==> config.mk <==
export PLATFORM = sky130hd
export DESIGN_NAME = cpu_bus_arbiter
export DESIGN_NICKNAME = d
export VERILOG_FILES = /design/src/rtl/cpu_bus_arbiter_pkg.sv /design/src/rtl/cpu_bus_arbiter.sv
export SDC_FILE = /design/constraint.sdc
export NUM_CORES = 1
export LEC_CHECK = 0
export ABC_AREA = 1
export BUFFER_PORTS_ARGS = -buffer_cell sky130_fd_sc_hd__buf_2
export CAP_MARGIN = 20
export CORE_AREA = 2 2 107 109
export DETAILED_ROUTE_END_ITERATION = 8
export DIE_AREA = 0 0 109 111
export PLACE_DENSITY = 0.78
export SLEW_MARGIN = 20
export SYNTH_ARGS = -nofsm -noshare
export SYNTH_HDL_FRONTEND = slang
export SYNTH_SLANG_ARGS = --single-unit
export TNS_END_PERCENT = 5
==> constraint.sdc <==
create_clock -name i_clock -period 2.4 [get_ports i_clock]
set_clock_uncertainty 0.15 [all_clocks]
set_input_delay 0.24 -clock i_clock [delete_from_list [all_inputs] [get_ports i_clock]]
set_output_delay 0.24 -clock i_clock [all_outputs]
set_load 0.02 [all_outputs]
==> src/rtl/cpu_bus_arbiter_pkg.sv <==
// Shared CPU bus definitions: arbiter state/owner encodings, bus widths and
// the round-robin owner selection used by the cache-to-system-bus arbiter.
package cpu_bus_arbiter_pkg;

    localparam int BUS_ADDR_W = 32;
    localparam int BUS_DATA_W = 32;
    localparam int BUS_MASK_W = BUS_DATA_W / 8;

    typedef enum logic [1:0] {
        IDLE = 2'd0,
        BUSY = 2'd1,
        DONE = 2'd2
    } bus_arb_state_t;

    typedef enum logic {
        REQ_IC = 1'b0,
        REQ_DC = 1'b1
    } bus_owner_t;

    // A lone requester always wins; on a tie the one not served last wins.
    function automatic bus_owner_t pick_owner(
        input logic       ic_req,
        input logic       dc_req,
        input bus_owner_t last_grant
    );
        bus_owner_t owner;
        if (ic_req && dc_req) begin
            if (last_grant == REQ_DC) owner = REQ_IC;
            else                      owner = REQ_DC;
        end else if (ic_req) begin
            owner = REQ_IC;
        end else begin
            owner = REQ_DC;
        end
        return owner;
    endfunction

endpackage

==> src/rtl/cpu_bus_arbiter.sv <==
// Round-robin arbiter sharing the CPU system bus between the instruction cache
// (read-only) and the data cache, with an optional watchdog for hung transfers.
module cpu_bus_arbiter
    import cpu_bus_arbiter_pkg::*;
#(
    parameter int TIMEOUT = 0
) (
    input  logic                  i_clock,
    input  logic                  i_reset,

    input  logic                  i_ic_request,
    input  logic [BUS_ADDR_W-1:0] i_ic_address,
    output logic                  o_ic_ready,
    output logic [BUS_DATA_W-1:0] o_ic_rdata,

    input  logic                  i_dc_request,
    input  logic                  i_dc_rw,
    input  logic [BUS_ADDR_W-1:0] i_dc_address,
    input  logic [BUS_DATA_W-1:0] i_dc_wdata,
    input  logic [BUS_MASK_W-1:0] i_dc_wmask,
    output logic                  o_dc_ready,
    output logic [BUS_DATA_W-1:0] o_dc_rdata,

    output logic                  o_bus_request,
    output logic                  o_bus_rw,
    output logic [BUS_ADDR_W-1:0] o_bus_address,
    output logic [BUS_DATA_W-1:0] o_bus_wdata,
    output logic [BUS_MASK_W-1:0] o_bus_wmask,
    input  logic                  i_bus_ready,
    input  logic [BUS_DATA_W-1:0] i_bus_rdata,

    output logic                  o_timeout
);

    localparam int CNT_W = (TIMEOUT > 0) ? (($clog2(TIMEOUT + 1) > 1) ? $clog2(TIMEOUT + 1) : 1) : 1;

    bus_arb_state_t        state_q, state_d;
    bus_owner_t            last_grant_q, last_grant_d;
    bus_owner_t            owner_sel;
    logic                  bus_request_q, bus_request_d;
    logic                  bus_rw_q, bus_rw_d;
    logic [BUS_ADDR_W-1:0] bus_address_q, bus_address_d;
    logic [BUS_DATA_W-1:0] bus_wdata_q, bus_wdata_d;
    logic [BUS_MASK_W-1:0] bus_wmask_q, bus_wmask_d;

    logic in_busy;
    logic wdog_fire;
    logic xfer_end;

    // A reset cycle never completes a transfer, even if the bus acks in it.
    assign in_busy  = (state_q == BUSY) && !i_reset;
    assign xfer_end = in_busy && (i_bus_ready || wdog_fire);

    generate
        if (TIMEOUT > 0) begin : g_wdog
            logic [CNT_W-1:0] wdog_cnt_q, wdog_cnt_d;

            always_comb begin
                wdog_cnt_d = wdog_cnt_q;
                if (state_q != BUSY) begin
                    wdog_cnt_d = '0;
                end else if (!i_bus_ready) begin
                    wdog_cnt_d = wdog_cnt_q + 1'b1;
                end
            end

            always_ff @(posedge i_clock) begin
                if (i_reset) begin
                    wdog_cnt_q <= '0;
                end else begin
                    wdog_cnt_q <= wdog_cnt_d;
                end
            end

            // Fires in the TIMEOUT-th silent BUSY cycle; a real ack in that cycle wins.
            assign wdog_fire = (state_q == BUSY) && !i_bus_ready &&
                               (wdog_cnt_q == CNT_W'(TIMEOUT - 1));
        end else begin : g_no_wdog
            assign wdog_fire = 1'b0;
        end
    endgenerate

    always_comb begin
        state_d       = state_q;
        last_grant_d  = last_grant_q;
        bus_request_d = bus_request_q;
        bus_rw_d      = bus_rw_q;
        bus_address_d = bus_address_q;
        bus_wdata_d   = bus_wdata_q;
        bus_wmask_d   = bus_wmask_q;
        owner_sel     = pick_owner(i_ic_request, i_dc_request, last_grant_q);

        case (state_q)
            IDLE: begin
                if (i_ic_request || i_dc_request) begin
                    last_grant_d  = owner_sel;
                    bus_request_d = 1'b1;
                    state_d       = BUSY;
                    if (owner_sel == REQ_IC) begin
                        bus_rw_d      = 1'b0;
                        bus_address_d = i_ic_address;
                        bus_wdata_d   = '0;
                        bus_wmask_d   = '0;
                    end else begin
                        bus_rw_d      = i_dc_rw;
                        bus_address_d = i_dc_address;
                        bus_wdata_d   = i_dc_wdata;
                        bus_wmask_d   = i_dc_rw ? i_dc_wmask : '0;
                    end
                end
            end
            BUSY: begin
                if (i_bus_ready || wdog_fire) begin
                    bus_request_d = 1'b0;
                    state_d       = DONE;
                end
            end
            DONE: begin
                state_d = IDLE;
            end
            default: begin
                state_d = IDLE;
            end
        endcase
    end

    always_ff @(posedge i_clock) begin
        if (i_reset) begin
            state_q       <= IDLE;
            last_grant_q  <= REQ_DC;
            bus_request_q <= 1'b0;
            bus_rw_q      <= 1'b0;
            bus_address_q <= '0;
            bus_wdata_q   <= '0;
            bus_wmask_q   <= '0;
        end else begin
            state_q       <= state_d;
            last_grant_q  <= last_grant_d;
            bus_request_q <= bus_request_d;
            bus_rw_q      <= bus_rw_d;
            bus_address_q <= bus_address_d;
            bus_wdata_q   <= bus_wdata_d;
            bus_wmask_q   <= bus_wmask_d;
        end
    end

    assign o_bus_request = bus_request_q;
    assign o_bus_rw      = bus_rw_q;
    assign o_bus_address = bus_address_q;
    assign o_bus_wdata   = bus_wdata_q;
    assign o_bus_wmask   = bus_wmask_q;

    // During BUSY last_grant_q is the current owner.
    assign o_ic_ready = xfer_end && (last_grant_q == REQ_IC);
    assign o_dc_ready = xfer_end && (last_grant_q == REQ_DC);
    assign o_ic_rdata = (o_ic_ready && i_bus_ready) ? i_bus_rdata : '0;
    assign o_dc_rdata = (o_dc_ready && i_bus_ready) ? i_bus_rdata : '0;
    assign o_timeout  = in_busy && wdog_fire;

endmodule
==> impl_metrics.csv <==
group,metric,value,unit
detailed_routing,drt.antenna.violating_nets,0,
synthesis,syn_area_per_cell,6.398,um2
synthesis,post_synth_main_area_contributors,"sky130_fd_sc_hd__dfxtp_1, sky130_fd_sc_hd__nand3_1, sky130_fd_sc_hd__nand2_1",
clocking,root_buffer,"sky130_fd_sc_hd__clkbuf_16",
worst_setup_path,cp_max_fo,33,
finish,register_area,0.001461,mm2
clocking,number_of_hold_buffers_added_after_cts,1,
place,preCtsSetupSlack,574.0,ps
detailed_routing,drtPass1Iterations,4,
detailed_routing,via_per_inst,4.425,
clocking,numCtsBuffers,9,
power_and_ir_drop,design_power_total,3.418,mW
finish,multiInputGateArea,0.001608,mm2
worst_setup_path,crit_path_top_delay_cell,"sky130_fd_sc_hd__dlygate4sd3_1",
place,io_buffer_count,273,
worst_setup_path,critPathMaxStageDelay,540,ps
sta,rsz0062_at_grt,"no",
detailed_routing,detailedRoute.firstIterationViolations,258,
finish,fin_nets,971,
clocking,insertion_delay,320,ps
sta,post-route-min-period,2198,ps
grt,global_route_wire_length_before_repair,18030,um
synthesis,synthesis.nets,721,
min_path,min-delay-path-class,"in2reg",
sta,finalWorstSetupSlack,202.1,ps
sta,max_clock_freq,455.0,MHz
min_path,worst_hold_path.endpoint,"o_bus_wdata[29]",
clocking,htree_levels,3,
worst_setup_path,critical_path.reg2reg.endpoint,"o_bus_address[29]",
grt,number_of_global_route_vias_before_repair,3803,
place,gp_routability_congestion,0.8075,
worst_setup_path,worst_path_dominant_cell_family,"buffers and inverters",
synthesis,synth-seq-cells,73,
synthesis,dominant_combinational_cell_family_by_area_after_synthesis,"simple AND/OR/NAND/NOR gates",
worst_setup_path,criticalPathCategory,"in2out",
min_path,hold_path_startpoint,"i_dc_wdata[29]",
finish,layout.cells.non_filler,979,
finish,drive_above_1_share,0.3648,
synthesis,ffs_w_async_s_r_synth,0,
min_path,timing.hold.worst_path_depth,3,
die,die_area,0.01210,mm2
synthesis,synthCells,583,
sta,slew_violations,0,
clocking,post_cts_resized,0,
finish,n_fill_cell,1168,
grt,globalRoute.totalOverflow,0,
synthesis,synth_flop_cell,"sky130_fd_sc_hd__dfxtp_1",
detailed_routing,route.vias.total,4332,
clocking,cts.reportedPaths.clkPinSlew,60,ps
sta,finalSetupTns,0,ps
worst_setup_path,critical_path_data_required_time,2010,ps
synthesis,yosys.area.top_type,"sky130_fd_sc_hd__dfxtp_1",
run_status,run_status,"complete, no violations",
detailed_routing,routed_wire_length,11930,um
sta,worst-slew-pin-transition,757.0,ps
sta,finalSetupViolations,0,
synthesis,yosysSeqAreaShare,0.3918,
die,num_io_pins,275,
synthesis,synth_edf_count,0,
worst_setup_path,worst-r2r-cell-count,8,
synthesis,post_synth_mux_area_share,0,
grt,largest_net_degree_at_the_start_of_global_routing,73,
grt,grt_antenna_before_repair,0,
worst_setup_path,critPathLaunchType,"primary input",
die,rows,39,
job,cap_violations,0,
synthesis,yosys.area_share.simple,0.3321,
synthesis,post-synth-top-area-fraction,0.3918,
worst_setup_path,worstReg2RegStart,"last_grant_q",
grt,grt_use_met1,0.2132,
sta,timing.final.hold_violations,0,
sta,slew_headroom,0.4953,
clocking,postCtsSetupBuffers,0,
synthesis,synth-compound-area-share,0.09795,
grt,gr_peak_layer,"met2",
detailed_routing,remaining_drc_errors,0,
finish,post-route-cell-area,0.005376,mm2
sta,final_clock_period_utilization_by_the_worst_path,0.9158,
finish,syn2layout_area_growth,44.15,%
synthesis,number_of_different_library_cells_in_the_post_synthesis_netlist,18,
grt,met3_usage,0.05409,
clocking,tritoncts,"done",
power_and_ir_drop,maximum_vdd_ir_drop,0.0002911,V
synthesis,ys.warnings.count,0,
die,initial_utilization,0.3367,
place,numPlacedInstances,964,
worst_setup_path,cpMostUsedCell,"sky130_fd_sc_hd__buf_2",
finish,num_antenna_cells,0,
place,hpwl,8661,um
die,design.core.area,0.01108,mm2
power_and_ir_drop,leakage,3.276,nW
synthesis,synth_xor_area_frac,0,
detailed_routing,wl_per_cell,12.18,um
grt,global_route.usage.met2,0.3362,
worst_setup_path,reg2reg_slack,720,ps
worst_setup_path,cp_cell_sequence,"dlygate4sd3_1, buf_2, nor2_4, nand2_4, nor2_1, buf_2",
die,die_height,111,um
worst_setup_path,critical_path.n_buffers_inverters,3,
die,die_x,109,um
sta,whs,27.33,ps
synthesis,synthAdderAreaFrac,0,
grt,groute.usage.overall,0.1877,
worst_setup_path,data_arrival_time_of_the_critical_path,1810,ps
clocking,clock_net_sink_count,73,
place,detailed_place.area,0.005105,mm2
clocking,cts_buffer_depth,2,
worst_setup_path,cp_endpoint_kind,"primary output",
power_and_ir_drop,power_density,635.8,mW/mm2
synthesis,mappedNetlistArea,0.003730,mm2
finish,utilization,0.4854,
-- registers in the layout (all words and copies together) (netlist names) --
signal         flops
last_grant_q       1
o_bus_address     32
o_bus_request      1
o_bus_rw           1
o_bus_wdata       32
o_bus_wmask        4
state_q            2
-- where the power goes --
| part | internal, mW | total (mW) | switching [mW] |
|---|---|---|---|
| sequential | 1.32 | 1.37 | 0.0490 |
| clock | 0.714 | 1.19 | 0.478 |
| combinational | 0.309 | 0.858 | 0.549 |
-- cell families (layout without fill, tap and decap cells) --
kind of cell | Yosys count | after routing
AND/OR/NAND/NOR | 285 | 285
other | 1 | 1
buffers and inverters | 151 | 404
AO/OA/AOI/OAI | 73 | 73
flip-flops | 73 | 73
-- worst max path at each step --
stage	end	cells after the start	from	slack, ps
2_1_floorplan	o_dc_rdata[22]	7	state_q[0]	820
3_3_place_gp	o_ic_rdata[20]	7	state_q[0]	590
3_5_place_dp	o_ic_rdata[15]	7	state_q[0]	570
4_1_cts	o_ic_rdata[15]	6	i_reset	180
5_1_grt	o_ic_rdata[20]	7	state_q[0]	80
6_report	o_ic_rdata[15]	6	i_reset	200
-- cells in the mapped netlist (3+ instances only) --
master	count
sky130_fd_sc_hd__a21oi_1	72
sky130_fd_sc_hd__buf_2	21
sky130_fd_sc_hd__buf_4	6
sky130_fd_sc_hd__buf_6	6
sky130_fd_sc_hd__clkbuf_1	8
sky130_fd_sc_hd__dfxtp_1	73
sky130_fd_sc_hd__inv_1	106
sky130_fd_sc_hd__nand2_1	110
sky130_fd_sc_hd__nand2_2	3
sky130_fd_sc_hd__nand3_1	101
sky130_fd_sc_hd__nor2_1	65
-- layout make-up --
type                       instances  share of cell area
multi-input combinational        359              0.2990
clock buffer                      11             0.04515
inverter                         108             0.07540
sequential                        73              0.2718
tap                              143             0.03328
clock inverter                     3            0.003491
timing repair buffer             282              0.2718
-- worst register-to-register path, delay by kind of cell, from the launching register on --
family,cells,cell delay (ps)
and+or+nand+nor,5,600
buffers and inverters,3,460
DFF,1,380
-- metal layers --
metal	share of wire	vias to the layer above	routed length, um
met1	0.40	1875	4828
met4	0.017	0	199
li1	-	2279	-
met5	0	-	0
met2	0.50	165	5956
met3	0.079	13	940
-- placed cells by master, fill, tap and decap left out --
cell / count
sky130_fd_sc_hd__conb_1: 1
sky130_fd_sc_hd__buf_12: 2
sky130_fd_sc_hd__inv_1: 106
sky130_fd_sc_hd__nand2_2: 3
sky130_fd_sc_hd__buf_2: 273
sky130_fd_sc_hd__nor2_1: 65
sky130_fd_sc_hd__clkinv_4: 1
sky130_fd_sc_hd__dfxtp_1: 73
sky130_fd_sc_hd__a21oi_1: 72
sky130_fd_sc_hd__clkinv_2: 2
sky130_fd_sc_hd__dlygate4sd3_1: 1
sky130_fd_sc_hd__o21ai_0: 1
sky130_fd_sc_hd__inv_2: 2
sky130_fd_sc_hd__nor2_4: 2
sky130_fd_sc_hd__buf_4: 6
sky130_fd_sc_hd__nand2_4: 2
sky130_fd_sc_hd__clkbuf_16: 9
sky130_fd_sc_hd__nor2_2: 2
sky130_fd_sc_hd__clkbuf_8: 1
sky130_fd_sc_hd__nand3_1: 101
sky130_fd_sc_hd__nand2_1: 110
sky130_fd_sc_hd__clkbuf_1: 1
(Power assumes the default switching activity.)
